==> src/rtl/alu_issue_queue.sv <==
// Command FIFO feeding an external combinational ALU, with a registered
// valid/ready result stage. Results leave in the same order commands arrived.
module alu_issue_queue #(
    parameter int DEPTH = 4,
    parameter int AW    = 2
) (
    input  logic          clk,
    input  logic          rst,
    input  logic          in_valid,
    output logic          in_ready,
    input  logic [1:0]    in_op,
    input  logic [7:0]    in_a,
    input  logic [7:0]    in_b,
    output logic [1:0]    alu_op,
    output logic [7:0]    alu_i0,
    output logic [7:0]    alu_i1,
    input  logic [7:0]    alu_o,
    input  logic          alu_cout,
    output logic          out_valid,
    input  logic          out_ready,
    output logic [7:0]    out_result,
    output logic          out_cout,
    output logic [1:0]    out_op,
    output logic [AW:0]   count
);

    localparam logic [AW:0] LP_DEPTH = (AW+1)'(DEPTH);

    // Handshake rules: a transfer happens on a rising edge where valid and
    // ready are both high; in_ready depends only on registered occupancy.
    logic [17:0]   r_mem [DEPTH];
    logic [AW-1:0] r_wr_ptr;
    logic [AW-1:0] r_rd_ptr;
    logic [AW:0]   r_count;
    logic          r_out_valid;
    logic [7:0]    r_out_result;
    logic          r_out_cout;
    logic [1:0]    r_out_op;

    logic          w_empty;
    logic          w_push;
    logic          w_pop;
    logic [17:0]   w_head;

    assign w_empty  = (r_count == '0);
    assign in_ready = (r_count != LP_DEPTH);
    assign w_push   = in_valid & in_ready;
    assign w_pop    = ~w_empty & (~r_out_valid | out_ready);
    assign w_head   = r_mem[r_rd_ptr];

    always_comb begin
        alu_op = 2'b00;
        alu_i0 = 8'h00;
        alu_i1 = 8'h00;
        if (!w_empty) begin
            alu_op = w_head[17:16];
            alu_i0 = w_head[15:8];
            alu_i1 = w_head[7:0];
        end
    end

    // Storage is intentionally left uninitialised; occupancy alone marks validity.
    always_ff @(posedge clk) begin
        if (!rst && w_push) begin
            r_mem[r_wr_ptr] <= {in_op, in_a, in_b};
        end
    end

    always_ff @(posedge clk) begin
        if (rst) begin
            r_wr_ptr     <= '0;
            r_rd_ptr     <= '0;
            r_count      <= '0;
            r_out_valid  <= 1'b0;
            r_out_result <= 8'h00;
            r_out_cout   <= 1'b0;
            r_out_op     <= 2'b00;
        end else begin
            if (w_push) begin
                r_wr_ptr <= r_wr_ptr + 1'b1;
            end
            if (w_pop) begin
                r_rd_ptr     <= r_rd_ptr + 1'b1;
                r_out_valid  <= 1'b1;
                r_out_result <= alu_o;
                r_out_op     <= alu_op;
                r_out_cout   <= alu_op[1] ? 1'b0 : alu_cout;
            end else if (out_ready) begin
                r_out_valid <= 1'b0;
            end
            case ({w_push, w_pop})
                2'b10:   r_count <= r_count + 1'b1;
                2'b01:   r_count <= r_count - 1'b1;
                default: r_count <= r_count;
            endcase
        end
    end

    assign out_valid  = r_out_valid;
    assign out_result = r_out_result;
    assign out_cout   = r_out_cout;
    assign out_op     = r_out_op;
    assign count      = r_count;

endmodule

==> config.mk <==
export PLATFORM = sky130hd
export DESIGN_NAME = alu_issue_queue
export DESIGN_NICKNAME = d
export VERILOG_FILES = /design/src/rtl/alu_issue_queue.sv
export SDC_FILE = /design/constraint.sdc
export NUM_CORES = 1
export LEC_CHECK = 0
export ABC_CLOCK_PERIOD_IN_PS = 2100
export BUFFER_PORTS_ARGS = -buffer_cell sky130_fd_sc_hd__buf_2
export CELL_PAD_IN_SITES_DETAIL_PLACEMENT = 1
export CELL_PAD_IN_SITES_GLOBAL_PLACEMENT = 1
export CORE_MARGIN = 10
export CORE_UTILIZATION = 40
export DETAILED_ROUTE_END_ITERATION = 8
export PLACE_DENSITY_LB_ADDON = 0.1
export SYNTH_ARGS = -nofsm -noshare
export SYNTH_HDL_FRONTEND = slang
export SYNTH_SLANG_ARGS = --single-unit
==> constraint.sdc <==
create_clock -name clk -period 2.1 [get_ports clk]
set_clock_uncertainty 0.15 [all_clocks]
set_input_delay 0.21 -clock clk [delete_from_list [all_inputs] [get_ports clk]]
set_output_delay 0.21 -clock clk [all_outputs]
set_load 0.01 [all_outputs]
==> summary.txt, run 1 <==
DRT iter0 DRCs -> 145
CP Data Arrival Time -> 1.76 ns
global placer's final weighted congestion -> 0.7199
boundary pin count -> 65
final hold slack -> 0.05300 ns
synth warn -> 0
Slew Limit Fails -> 0
Starting Density -> 0.4152
routed wire length -> 8144 um
status -> complete, but fails checks
Mapped Avg Cell Area -> 16.39 um^2
Syn Std Cell Area -> 3656 um^2
die area -> 13360 um^2
post-DP HPWL -> 5203 um
Worst setup SP type -> register
Critical Path Sink Type -> primary output
vias in the first global route -> 2304
Min-Delay Path Class -> in2reg
Remaining Overflow, GRT -> 0
count of different cell masters after synthesis -> 26
Static Leak -> 1.795 nW
total clock sinks -> 93
WP data required -> 1.74 ns
via count -> 2215
Setup WS pre-CTS -> 0.009205 ns
largest net degree at the start of global routing -> 22
Final Hold Viols -> 0
clock tree buffer depth -> 2
Sw Ratio -> 0.3202
clock-pin slew on the worst setup and hold paths -> 0.09 ns
share of cells above drive strength 1 -> 0.4024
Final Total Pwr -> 5.768 mW
setup tns final -> -0.02044 ns
Synth Instances -> 223
final net count -> 370
CTS tree -> yes
first-pass GRT wire length -> 12610 um
register area share after synthesis -> 0.7064
FP Rows -> 34
DR vias/cell -> 4.966
sequential share of power -> 0.406
Max Cap Viol -> 0
power density over the cells -> 1191 nW/um^2
DRT Pass-1 Iters -> 6
antenna cells -> 0
slew margin rel. -> 0.6644
DRC viols -> 0
crit-path max cell delay -> 0.55 ns
Setup-failing EPs final -> 2
PortBufs -> 64
CP bufs+invs -> 2
Total GRT Usage -> 0.1225
Wirelength per Cell -> 18.26 um
Final period util -> 1.007
Clock Tree Root -> clkbuf_8
RSZ-0062 raised after global routing -> true
Syn Nets -> 260
Crit Path Class -> reg2out
clk_lat worst skew -> 0.34 ns
Slowest cell on crit path -> mux4_2
number of CTS-inserted buffers -> 9
most frequent cells in the layout -> edfxtp_1, buf_2, dlygate4sd3_1, a21oi_1, dfxtp_1
Die Span X -> 115.6 um
P&R area growth vs syn -> 32.51%
commonest non-fill, non-tap cell in the layout -> edfxtp_1
violated checks -> negative setup slack
Min Clock Period, post-route -> 2.116 ns
Max H-tree Level -> 3
Worst-Margin Slew -> 0.5034 ns
area of placed instances -> 4250 um^2
maximum clock frequency -> 472.7 MHz
combinational power share -> 0.412
VDD IR max -> 0.4367 mV
worst setup margin -> -0.01557 ns
final instance area -> 4845 um^2
clock power share -> 0.181
Int Pwr -> 3.921 mW
top cell family by delay on the critical path -> multiplexers
DRT antenna net count -> 0
NetSw -> 1.847 mW
number of synthesized register bits -> 93
Critical Path, Cell by Cell -> buf_12 -> mux4_2 -> and2_4 -> buf_6
Max Fanout on Critical Path -> 5
initial antenna violation count -> 0
Die Ht -> 115.6 um
core outline area -> 8806 um^2
-- area by class of cell --
| class | count | area [um^2] |
|---|---|---|
| fillers | 851 | 3961 |
| flip-flops and latches | 93 | 2597 |
| multi-input cells | 110 | 1025 |
| repair buffers | 111 | 890.9 |
| well taps | 108 | 135.1 |
| clock buffers | 11 | 131.4 |
| clock inverters | 5 | 35.03 |
| inverters | 8 | 30.03 |
-- power by group through the flow --
| stage | registers, mW | clock network, mW | logic (mW) |
|---|---|---|---|
| 6_report | 2.34 | 1.05 | 2.38 |
| 4_1_cts | 2.34 | 1.09 | 2.15 |
| 2_1_floorplan | 2.38 | 0 | 1.18 |
| 3_5_place_dp | 2.37 | 0 | 2.00 |
| 5_1_grt | 2.37 | 1.16 | 2.62 |
| 3_3_place_gp | 2.35 | 0 | 1.97 |
-- metrics by stage --
step	cells	utilization
floorplan	223	-
global placement	397	0.4827
detailed placement	397	0.4827
CTS	444	0.5385
global route	446	0.5502
finish	446	0.5502
-- registers in the layout, summed over array words and instances (netlist names), named ones only --
signal and flops:
r_rd_ptr 2, out_cout 1, out_result 8, out_op 2, r_mem 72, count 3
out_valid 1, r_wr_ptr 2
-- path summary, 6_finish.rpt --
kind / startpoint / slack [ns] / to / depth (start not counted)
worst max register to register: count[0] / 0.02 / count[2] / 9
worst min-delay path: alu_cout / 0.05 / out_cout / 3
worst max-delay path: register / -0.02 / alu_op[0] / 4
worst min register to register: out_result[5] / 0.33 / out_result[5] / 2
-- routing by layer --
layer / GRT usage / part of all wire / vias up
met2: 0.1998 / 0.50 / 42
met5: 0 / 0 / -
met3: 0.03049 / 0.041 / 9
li1: - / - / 1073
met1: 0.1565 / 0.45 / 1091
met4: 0.04054 / 0.011 / 0
-- worst min-delay path, cell delays in order --
cell and delay, ns:
buf_2 0.09, or4b_1 0.14, a21oi_1 0.05
-- repair_timing --
| action | 4_1_cts | 5_1_grt |
|---|---|---|
| resized for setup | 6 | 26 |
| hold buffers | 27 | 0 |
| pin swaps | 3 | 3 |
| setup buffers | 3 | 1 |
| cloned | 1 | 1 |
| endpoints found under the hold margin | 81 | 0 |
| endpoints found under the setup margin | 19 | 19 |
-- cells in the mapped netlist --
master    count  area (um^2)
nor3b_1       1        7.510
clkbuf_1      8        30.03
or4b_1        1        10.01
mux4_1        6        157.7
a311oi_1      1        8.760
nand2_1       1        3.750
a31o_2        1        8.760
mux4_2       12        270.3
fa_1          1        20.02
nor2b_1       1        6.260
xor2_1        2        17.52
buf_2         1        5.000
nor2_1        5        18.77
nand3_1      12        60.06
edfxtp_1     72         2162
o21ai_0      15        75.07
ha_1          5        62.56
inv_1         8        30.03
buf_1         2        7.510
dfxtp_1      21        420.4
buf_6         1        11.26
a21oi_1      18        90.09
nand2b_1      1        6.260
and2_1       22        137.6
or3_1         3        18.77
nor3_1        2        10.01
-- cell families after synthesis --
logic type | Yosys count | synth area share
AOI/OAI and AO/OA | 35 | 0.04997
xor gates and xnor gates | 2 | 0.004792
adders and majority gates | 6 | 0.02259
buffers and inverters | 20 | 0.02293
DFF | 93 | 0.7064
muxes | 18 | 0.1170
and+or+nand+nor | 49 | 0.07632
Power figures use the tool's default switching activity.
==> run 2: changes to the inputs <==
--- a/config.mk
+++ b/config.mk
@@ -5,11 +5,10 @@
 export SDC_FILE = /design/constraint.sdc
 export NUM_CORES = 1
 export LEC_CHECK = 0
-export ABC_CLOCK_PERIOD_IN_PS = 2100
+export ABC_CLOCK_PERIOD_IN_PS = 2500
 export BUFFER_PORTS_ARGS = -buffer_cell sky130_fd_sc_hd__buf_2
 export CELL_PAD_IN_SITES_DETAIL_PLACEMENT = 1
 export CELL_PAD_IN_SITES_GLOBAL_PLACEMENT = 1
-export CORE_MARGIN = 10
 export CORE_UTILIZATION = 40
 export DETAILED_ROUTE_END_ITERATION = 8
 export PLACE_DENSITY_LB_ADDON = 0.1
==> constraint.sdc (replaced) <==
create_clock -name clk -period 2.5 [get_ports clk]
set_clock_uncertainty 0.15 [all_clocks]
set_input_delay 0.25 -clock clk [delete_from_list [all_inputs] [get_ports clk]]
set_output_delay 0.25 -clock clk [all_outputs]
set_load 0.005 [all_outputs]
==> run 2 against run 1 <==
The run ends with design-rule violations left. Total power down 22%. Core utilization is 2.3 points lower. Sequential share of layout area increased by 2.0 points. Critical path type unchanged. Critical path depth is 1 lower. Clock power about the same. Non-clock buffer count down 11.
==> summary.txt, run 2 (synthesis gave the netlist of run 1 again) <==
final core occ -> 0.5273
Max Cap Viol -> 0
Final Hold Viols -> 0
final-layout fill cell count -> 860
PortBufs -> 64
largest net degree at the start of global routing -> 23
Min Clock Period, post-route -> 2.277 ns
Min-Delay Path Class -> in2reg
Total GRT Usage -> 0.1637
Slowest cell on crit path -> or3_1
setup tns final -> 0 ns
sequential share of power -> 0.432
clock power share -> 0.238
commonest non-fill, non-tap cell in the layout -> edfxtp_1
Starting Density -> 0.4152
Static Leak -> 1.728 nW
initial antenna violation count -> 0
Critical Path Sink Type -> primary output
register area -> 2582 um^2
Final period util -> 0.9108
NetSw -> 1.353 mW
Max H-tree Level -> 3
worst setup margin -> 0.2229 ns
die area -> 9527 um^2
Worst setup SP type -> register
global placer's final weighted congestion -> 0.6496
boundary pin count -> 65
WP data required -> 2.10 ns
VDD IR max -> 0.4177 mV
crit-path max cell delay -> 0.71 ns
via count -> 2181
Sw Ratio -> 0.3003
vias in the first global route -> 2267
Worst-Margin Slew -> 0.7824 ns
Max Fanout on Critical Path -> 22
final instance area -> 4643 um^2
core outline area -> 8806 um^2
DRT iter0 DRCs -> 51
Int Pwr -> 3.153 mW
Setup-failing EPs final -> 0
maximum clock frequency -> 439.2 MHz
post-DP HPWL -> 4491 um
Slew Limit Fails -> 0
Setup WS pre-CTS -> 0.1752 ns
Die Ht -> 97.61 um
clk_lat worst skew -> 0.35 ns
violated checks -> design-rule violations
CTS tree -> yes
slew margin rel. -> 0.4784
P&R area growth vs syn -> 27.00%
combinational power share -> 0.330
number of CTS-inserted buffers -> 9
area of placed instances -> 4185 um^2
routed wire length -> 7232 um
Remaining Overflow, GRT -> 0
# Post-CTS Setup Buffers -> 0
Die Span X -> 97.61 um
DRT antenna net count -> 0
DRT Pass-1 Iters -> 8
total clock sinks -> 93
most frequent cells in the layout -> edfxtp_1, buf_2, dlygate4sd3_1, and2_1, dfxtp_1
antenna cells -> 0
share of cells above drive strength 1 -> 0.3180
Wirelength per Cell -> 16.63 um
CP bufs+invs -> 1
DR vias/cell -> 5.014
RSZ-0062 raised after global routing -> false
DRC viols -> 11
status -> complete, but fails checks
Crit Path Class -> reg2out
top cell family by delay on the critical path -> simple AND/OR/NAND/NOR gates
Critical Path, Cell by Cell -> or3_1 -> and2_1 -> buf_2
Largest Register -> r_mem
clock-pin slew on the worst setup and hold paths -> 0.08 ns
first-pass GRT wire length -> 11730 um
CP Data Arrival Time -> 1.88 ns
area occupied by multi-input gates -> 994.7 um^2
Clock Tree Root -> clkbuf_8
max reg flops -> 72
FP Rows -> 34
power density over the cells -> 970.5 nW/um^2
final net count -> 359
clock tree buffer depth -> 2
## run 2: changes by cell type in the layout (fill, tap and decap cells not counted), moves of 8 or more
cell    delta
and2_1    +11
buf_6      -8
and2_4    -11
buf_2      +8
## run 2: power groups by stage
stage | registers [mW] | clock network (mW) | logic [mW]
2_1_floorplan | 1.96 | 0 | 0.904
3_3_place_gp | 1.97 | 0 | 1.47
3_5_place_dp | 1.98 | 0 | 1.48
4_1_cts | 1.94 | 1.11 | 1.52
5_1_grt | 1.97 | 1.15 | 1.68
6_report | 1.94 | 1.07 | 1.49
## run 2: worst reg2reg max path: stages, from the launching register on
cell	delay, ns
dfxtp_1	0.39
nor3b_2	0.24
inv_1	0.11
nand2_1	0.09
ha_1	0.18
inv_1	0.06
fa_1	0.37
xor2_1	0.16
or3_1	0.30
a21oi_1	0.13
## run 2: timing repair
item / 4_1_cts / 5_1_grt
gates resized for setup: 0 / 1
hold buffers: 24 / 0
hold endpoints to repair: 78 / 0
setup endpoints to repair: 0 / 1
## run 2: per-layer routing
metal	routed length (um)	track usage	share of wire	vias up
li1	-	-	-	1050
met1	3407	0.2120	0.47	1069
met2	3455	0.2700	0.48	53
met3	257	0.03094	0.036	9
met4	111	0.06993	0.015	0
met5	0	0	0	-
## run 2: final timing paths
path,startpoint,end,slack [ns],cells after the start
setup / recovery,count[0],alu_i0[2],0.22,3
hold / removal,alu_o[2],out_result[2],0.02,3
setup reg to reg,count[2],count[2],0.26,9
hold reg to reg,out_result[4],out_result[4],0.34,2
## run 2: cell type report
cell class	count	share of cell area
clock inverter	6	0.01832
inverter	8	0.006467
tap	108	0.02910
multi-input combinational	110	0.2142
clock buffer	10	0.02749
timing repair buffer	100	0.1482
sequential	93	0.5562
## run 2: per-stage QoR
stage	std cells	total power [mW]	hold slack, ns
6_report	435	4.506	0.01661
5_1_grt	435	4.800	0.006382
4_1_cts	435	4.571	0.0008351
3_5_place_dp	395	3.461	0.3190
3_3_place_gp	395	3.440	0.3075
2_1_floorplan	223	2.859	0.1989
